===== config.mk =====
export PLATFORM = sky130hd
export DESIGN_NAME = mdu_iter
export DESIGN_NICKNAME = d
export VERILOG_FILES = /design/src/rtl/mdu_iter.sv
export SDC_FILE = /design/constraint.sdc
export NUM_CORES = 1
export LEC_CHECK = 0
export CORE_MARGIN = 2
export CORE_UTILIZATION = 45
export DETAILED_ROUTE_END_ITERATION = 12
export PLACE_DENSITY = 0.67
export SLEW_MARGIN = 10
export SYNTH_ARGS = -nofsm -noshare
export SYNTH_HDL_FRONTEND = slang
export SYNTH_SLANG_ARGS = --single-unit

===== constraint.sdc =====
create_clock -name iClk -period 5.34 [get_ports iClk]
set_input_delay 0.801 -clock iClk [delete_from_list [all_inputs] [get_ports iClk]]
set_output_delay 0.801 -clock iClk [all_outputs]
set_load 0.02 [all_outputs]

===== src/rtl/mdu_iter.sv =====
// Iterative multiply/divide unit with HI/LO result registers.
// Shift-add multiply and restoring divide on magnitudes, sign fixup in a final FIX cycle.
module mdu_iter #(
  parameter int WIDTH = 32,
  parameter int CNT_W = 6
) (
  input  logic             iClk,
  input  logic             iRst,
  input  logic             iStart,
  input  logic [2:0]       iOp,
  input  logic [WIDTH-1:0] iA,
  input  logic [WIDTH-1:0] iB,
  input  logic             iFlush,
  output logic             oBusy,
  output logic             oDone,
  output logic             oDivZero,
  output logic [WIDTH-1:0] oHi,
  output logic [WIDTH-1:0] oLo
);

  typedef enum logic [1:0] {S_IDLE, S_MUL, S_DIV, S_FIX} state_t;

  state_t             state_q, state_d;
  logic [CNT_W-1:0]   cnt_q, cnt_d;
  logic [WIDTH-1:0]   m_q, m_d;
  logic [2*WIDTH-1:0] acc_q, acc_d;
  logic               qneg_q, qneg_d, rneg_q, rneg_d;
  logic               isdiv_q, isdiv_d, dz_q, dz_d;
  logic [WIDTH-1:0]   hi_q, hi_d, lo_q, lo_d;
  logic               done_q, done_d, dzo_q, dzo_d;

  logic               signed_op, a_neg, b_neg;
  logic [WIDTH-1:0]   a_mag, b_mag;
  logic [WIDTH:0]     mul_sum, div_sh, div_diff;
  logic               div_ge;
  logic [2*WIDTH-1:0] prod_fix;
  logic [WIDTH-1:0]   q_fix, r_fix;

  always_comb begin
    signed_op = ~iOp[0];
    a_neg     = signed_op & iA[WIDTH-1];
    b_neg     = signed_op & iB[WIDTH-1];
    a_mag     = a_neg ? -iA : iA;
    b_mag     = b_neg ? -iB : iB;
    // acc holds {partial product, remaining multiplier bits} during MUL
    mul_sum   = {1'b0, acc_q[2*WIDTH-1:WIDTH]} + {1'b0, (acc_q[0] ? m_q : {WIDTH{1'b0}})};
    // acc holds {partial remainder, dividend/quotient bits} during DIV
    div_sh    = acc_q[2*WIDTH-1:WIDTH-1];
    div_diff  = div_sh - {1'b0, m_q};
    div_ge    = (div_sh >= {1'b0, m_q});
    prod_fix  = qneg_q ? -acc_q : acc_q;
    q_fix     = qneg_q ? -acc_q[WIDTH-1:0] : acc_q[WIDTH-1:0];
    r_fix     = rneg_q ? -acc_q[2*WIDTH-1:WIDTH] : acc_q[2*WIDTH-1:WIDTH];
  end

  always_comb begin
    state_d = state_q;
    cnt_d   = cnt_q;
    m_d     = m_q;
    acc_d   = acc_q;
    qneg_d  = qneg_q;
    rneg_d  = rneg_q;
    isdiv_d = isdiv_q;
    dz_d    = dz_q;
    hi_d    = hi_q;
    lo_d    = lo_q;
    done_d  = 1'b0;
    dzo_d   = 1'b0;
    case (state_q)
      S_IDLE: begin
        if (iStart && !iFlush) begin
          case (iOp)
            3'b000, 3'b001, 3'b010, 3'b011: begin
              m_d     = iOp[1] ? b_mag : a_mag;
              acc_d   = {{WIDTH{1'b0}}, (iOp[1] ? a_mag : b_mag)};
              qneg_d  = a_neg ^ b_neg;
              rneg_d  = a_neg;
              isdiv_d = iOp[1];
              dz_d    = (iB == '0);
              cnt_d   = '0;
              state_d = iOp[1] ? S_DIV : S_MUL;
            end
            3'b100: begin
              hi_d   = iA;
              done_d = 1'b1;
            end
            3'b101: begin
              lo_d   = iA;
              done_d = 1'b1;
            end
            default: ;
          endcase
        end
      end
      S_MUL: begin
        acc_d = {mul_sum, acc_q[WIDTH-1:1]};
        cnt_d = cnt_q + 1'b1;
        if (cnt_q == CNT_W'(WIDTH-1)) begin
          cnt_d   = '0;
          state_d = S_FIX;
        end
      end
      S_DIV: begin
        acc_d = {(div_ge ? div_diff[WIDTH-1:0] : div_sh[WIDTH-1:0]),
                 acc_q[WIDTH-2:0], div_ge};
        cnt_d = cnt_q + 1'b1;
        if (cnt_q == CNT_W'(WIDTH-1)) begin
          cnt_d   = '0;
          state_d = S_FIX;
        end
      end
      S_FIX: begin
        if (isdiv_q) begin
          hi_d = r_fix;
          lo_d = q_fix;
        end else begin
          hi_d = prod_fix[2*WIDTH-1:WIDTH];
          lo_d = prod_fix[WIDTH-1:0];
        end
        done_d  = 1'b1;
        dzo_d   = isdiv_q & dz_q;
        state_d = S_IDLE;
      end
      default: state_d = S_IDLE;
    endcase
    // A flush cancels everything in flight, including the FIX write-back
    if (iFlush && state_q != S_IDLE) begin
      state_d = S_IDLE;
      cnt_d   = '0;
      hi_d    = hi_q;
      lo_d    = lo_q;
      done_d  = 1'b0;
      dzo_d   = 1'b0;
    end
  end

  always_ff @(posedge iClk or posedge iRst) begin
    if (iRst) begin
      state_q <= S_IDLE;
      cnt_q   <= '0;
      m_q     <= '0;
      acc_q   <= '0;
      qneg_q  <= 1'b0;
      rneg_q  <= 1'b0;
      isdiv_q <= 1'b0;
      dz_q    <= 1'b0;
      hi_q    <= '0;
      lo_q    <= '0;
      done_q  <= 1'b0;
      dzo_q   <= 1'b0;
    end else begin
      state_q <= state_d;
      cnt_q   <= cnt_d;
      m_q     <= m_d;
      acc_q   <= acc_d;
      qneg_q  <= qneg_d;
      rneg_q  <= rneg_d;
      isdiv_q <= isdiv_d;
      dz_q    <= dz_d;
      hi_q    <= hi_d;
      lo_q    <= lo_d;
      done_q  <= done_d;
      dzo_q   <= dzo_d;
    end
  end

  assign oBusy    = (state_q != S_IDLE);
  assign oDone    = done_q;
  assign oDivZero = dzo_q;
  assign oHi      = hi_q;
  assign oLo      = lo_q;

endmodule


After elaboration in Yosys (flattened, before gate mapping) --
Index checks and enable logic that the tools add are counted.
Cells by class: reductions and logical operators 19, $lt $le $gt $ge 1, mux-type cells 37, bitwise gates (word level) 6, eq/ne operators 16, $add $sub $neg 8
Operators with widths (number):
- $mux 32 | 14
- $mux 64 | 3
- $pmux 64 s3 | 1
- $neg 32->32 | 4
- $pmux 32 s2 | 2
- $neg 64->64 | 1
- $add 32x32->33 | 1
- $ge 33x32->1 | 1
- $logic_not 32->1 | 1
- $sub 32x32->32 | 1
- $mux 6 | 4
- $pmux 6 s2 | 1
- $reduce_and 3->1 | 4
- $mux 2 | 5
- $reduce_and 4->1 | 2
- $add 6x1->6 const B | 1
- $eq 3x2->1 const B | 2
- $eq 3x3->1 const B | 2
- $eq 6x5->1 const B | 1
- $ne 2x1->1 const B | 3
- $pmux 2 s3 | 1
- $reduce_bool 3->1 | 2
- $mux 1 | 5
- $eq 2x2->1 const B | 2
- other kinds (17) | 23
Storage, ports and cells: logic and storage cells 99, register bits 174, output and inout port bits 67, input port bits 71

Logic depth before layout (Yosys ltp) --
depth in word-level cells 7, depth in mapped cells 14, gate-level depth less buffers 12

Worst setup path after synthesis --
Ideal clock, no wire load.
kind flip-flop to flip-flop, start point register acc_q[0], end point register acc_q[51], slack 2.024 ns, path buffers 1, library setup time 0.138 ns, cell stages (with the launch flop) 14, arrival time 3.179 ns, period minus slack after synthesis 3.316 ns, data required time 5.202 ns, cell sequence dfrtp_1 inv_1 buf_1 nor2_1 fa_1 a21oi_1 o22ai_1 o41a_1 nor2_1 o21ai_0 a221o_1 a41oi_1 mux2i_1 o211ai_1
Between the ends: longest elaborated chain between the ends 3
RTL lines:
- from (decl) | RTL line 26 | logic [2*WIDTH-1:0] acc_q, acc_d;
- from (signal assigned) | RTL line 142 | acc_q <= '0;
- from (signal assigned) | RTL line 155 | acc_q <= acc_d;
- $mux 32 | RTL line 46 | mul_sum = {1'b0, acc_q[2*WIDTH-1:WIDTH]} + {1'b0, (acc_q[0] ? m_q : {WIDTH{1'b0}})};
- $add 32x32->33 | RTL line 46
- $pmux 64 s3 | RTL line 69 | case (state_q)
No other way between the ends. A chain may end at the register's enable or synchronous reset.

Worst setup path in the final report --
start point register acc_q[42], end point register acc_q[44]
Between the ends: longest elaborated chain between the ends 3, elaborated cells on any way between the ends 5, those cells by class add/sub: 2; order compare: 1; mux: 2
RTL lines:
- $sub 32x32->32 or $ge 33x32->1 (tied branches) | RTL line 49, 50
- $mux 32 | RTL line 104 | acc_d = {(div_ge ? div_diff[WIDTH-1:0] : div_sh[WIDTH-1:0]),
- $pmux 64 s3 (*) | RTL line 69
Mark *: on every way between the ends. The rest lies on a longest branch, timed or not.

==> flow_summary.yaml <==
clocking:
  holdBufCountCts: 0
  cts_root_buffer: "clkbuf_16"
  cts_sinks: 174
  cts_resized: 0
  clk_pin_slew_ps: 80
  tritoncts: "built"
  numCtsBuffers: 17
  insertion_delay_ps: 460
  clock_path_buffers: 2
  cts_max_level: 4
  post_cts_buffers: 0
place:
  gp_congestion: 0.9754
  dpl.hpwl_um: 42950
  dp_slack_ps: 1073
  port_buffers: 137
route:
  wire_per_inst_um: 22.80
  drt-total-wl_um: 56300
  vias_per_cell: 6.237
  drtAntennaViolNets: 0
  firstDrtPassIters: 9
  drc: 0
  drt_iter0_markers: 2048
  route.vias.total: 15399
job:
  maxCapViolations: 0
sta:
  setup_ws_ps: 1006
  hold_violations: 0
  setup_viol: 0
  min_period_ps: 4334
  tightest_slew_ps: 1272
  max_clock_freq_mhz: 230.7
  hold_ws_ps: 478.9
  drv_slew: 0
  rsz0062_at_grt: "false"
  clock_skew_ps: 13.11
  setup-tns-final_ps: 0
  slew-limit-headroom_pct: 15.00
  fin_crit_sh_pct: 81.16
setup_path:
  crit_type: "reg -> reg"
  crit_top_cell: "and2_1"
  slowest_delay_ps: 820
  required_ps: 5620
  path_cells: "ha_1 -> and3_1 -> nor2b_1 -> and2_1 -> a211oi_1 -> or4_1 -> and2_1 -> o21ai_4 -> buf_4 -> mux2i_1 -> o221ai_1"
  crit_slowest_cell: "o21ai_4"
  worstPathArrival_ps: 4610
  rr_worst_depth: 11
  cp-start-kind: "flip-flop"
  end_kind: "flip-flop"
  crit_fanout: 25
global_route:
  antenna_found_initial: 2
  grt_pass1_wl_um: 85860
  grt.busiest_layer: "met2"
  met1_usage_pct: 46.58
  met3_usage_pct: 5.197
  grt_util_met2_pct: 47.25
  grt_use_total_pct: 31.90
  grt_start_max_net_pins: 120
  grt_overflow: 0
  grt_pass1_vias: 14040
synthesis:
  synth_flop_cell: "dfrtp_1"
  avgSynthCellArea_um2: 7.713
  synthArstFlopShare_pct: 100.0
  synth_top_family_by_area: "compound AO/OA/AOI/OAI gates"
  synth_top_cell_area_share_pct: 28.90
  synth_nets: 2099
  synth_fa_ha_area_share_pct: 6.329
  synth_compound_area_share_pct: 26.28
  ys_ff_latch: 174
  synthMostInstantiatedCell: "nand2_1"
  synth_mux_area_share_pct: 3.463
  synth_warnings: 0
  synth_common_cells: "244 x nand2_1, 206 x o21ai_0, 174 x dfrtp_1"
  synth_xor_xnor_area_share_pct: 9.709
  synth.cell_area_um2: 15060
  yosys.cell_types.count: 75
  yosys.area_share.simple_pct: 20.25
  synthCells: 1953
  synth-edff-count: 0
  ys_seq_area_share_pct: 28.90
  yosysTopAreaCell: "dfrtp_1"
  synth_area_leaders: "dfrtp_1 29%, o21ai_0 6.8%, nand2_1 6.1%, ha_1 6.1%, a21oi_1 5.4%"
hold_path:
  whs_path_depth: 2
  min_path_type: "reg -> reg"
power:
  leakage_nw: 7.388
  p_per_area_nw_per_um2: 694.4
  power_mw: 12.03
  peakVddDrop_mv: 0.5826
floorplanning:
  die_x_um: 187.0
  start_util_pct: 45.26
  core-area_um2: 33280
  rows: 67
  num_io_pins: 138
  die-area_um2: 34960
  die_h_um: 187.0
final_layout:
  final_util_pct: 52.04
  syn_to_final_growth_pct: 14.98
  drive_above_1_share_pct: 4.158
  nets: 2155
run_status:
  status: "finished, final reports clean"
==> worst max-delay path, delay by kind of cell (launching register included) <==
kind            cells  cell delay, ps
mux                 1             210
flops               1             500
fa+ha+maj           1             470
buf+inv             1             340
compound gates      3            1080
simple gates        5            1540
==> through the flow <==
step | instances | instance area [um^2]
3_5_place_dp | 2438 | 16760
2_1_floorplan | 1953 | 15070
3_3_place_gp | 2438 | 16760
6_report | 2469 | 17320
5_1_grt | 2468 | 17320
4_1_cts | 2468 | 17320
==> final timing paths <==
check                       endpoint       from  slack, ps
setup / recovery           acc_q[44]  acc_q[42]       1010
hold / removal                  dz_q       dz_q        480
setup reg to reg           acc_q[44]  acc_q[42]       1010
hold reg to reg                 dz_q       dz_q        480
max in group asynchronous       dz_q       iRst       3790
min in group asynchronous    oLo[14]       iRst        580
==> state kept, by name, indices dropped and copies added (netlist names) <==
name,count
rneg_q,1
oDone,1
dz_q,1
cnt_q,6
oLo,32
oDivZero,1
oHi,32
acc_q,64
isdiv_q,1
state_q,2
qneg_q,1
m_q,32
==> cell families after synthesis <==
| logic type | after synthesis |
|---|---|
| simple gates | 650 |
| mux | 52 |
| xor+xnor | 167 |
| flops | 174 |
| compound gates | 639 |
| fa+ha+maj | 75 |
| buf+inv | 196 |
==> where the power goes <==
group          internal [mW]  leakage, nW  total (mW)  switching, mW
clock network          0.654        0.271        1.27          0.612
registers               1.88         2.26        2.67          0.794
logic                   3.06         4.86        8.09           5.03
==> placed cells by master (no fill, tap or decap), types with 7 or more instances in the layout <==
cell type | Yosys | routed
nand2_1 | 244 | 244
o21ai_0 | 206 | 206
dfrtp_1 | 174 | 174
a21oi_1 | 162 | 160
nor2_1 | 158 | 157
clkdlybuf4s50_1 | 0 | 136
xnor2_1 | 91 | 91
xor2_1 | 76 | 76
ha_1 | 73 | 72
inv_1 | 72 | 71
a22oi_1 | 52 | 52
mux2i_1 | 51 | 51
nor3_1 | 42 | 42
o221ai_1 | 37 | 37
nand3_1 | 33 | 33
a21o_1 | 32 | 32
nor2b_1 | 27 | 27
o31ai_1 | 25 | 25
buf_4 | 2 | 23
nand2b_1 | 22 | 22
nand4_1 | 20 | 20
or3_1 | 21 | 20
o21ai_1 | 18 | 18
clkbuf_16 | 0 | 17
nor4_1 | 15 | 15
o211ai_1 | 14 | 14
and2_1 | 14 | 14
a211oi_1 | 12 | 12
a31oi_1 | 12 | 12
nor3b_1 | 12 | 12
and3_1 | 10 | 10
or4_1 | 9 | 9
o41ai_1 | 9 | 9
o21bai_1 | 7 | 7
==> final cells by class <==
type,instances,area (um^2)
inverters,72,274.0
clock inverters,11,123.9
clock buffers,19,432.9
multi-input cells,1583,9998
fillers,3208,15960
well taps,448,560.5
repair buffers,161,1574
diodes,1,2.502
flip-flops and latches,174,4354
==> routing by layer <==
layer  up-vias  wire length, um
met1      7288            24610
met3       108             5489
li1       7147                -
met4         2             2030
met2       854            24160
met5         -               14
(Power assumes the default switching activity.)
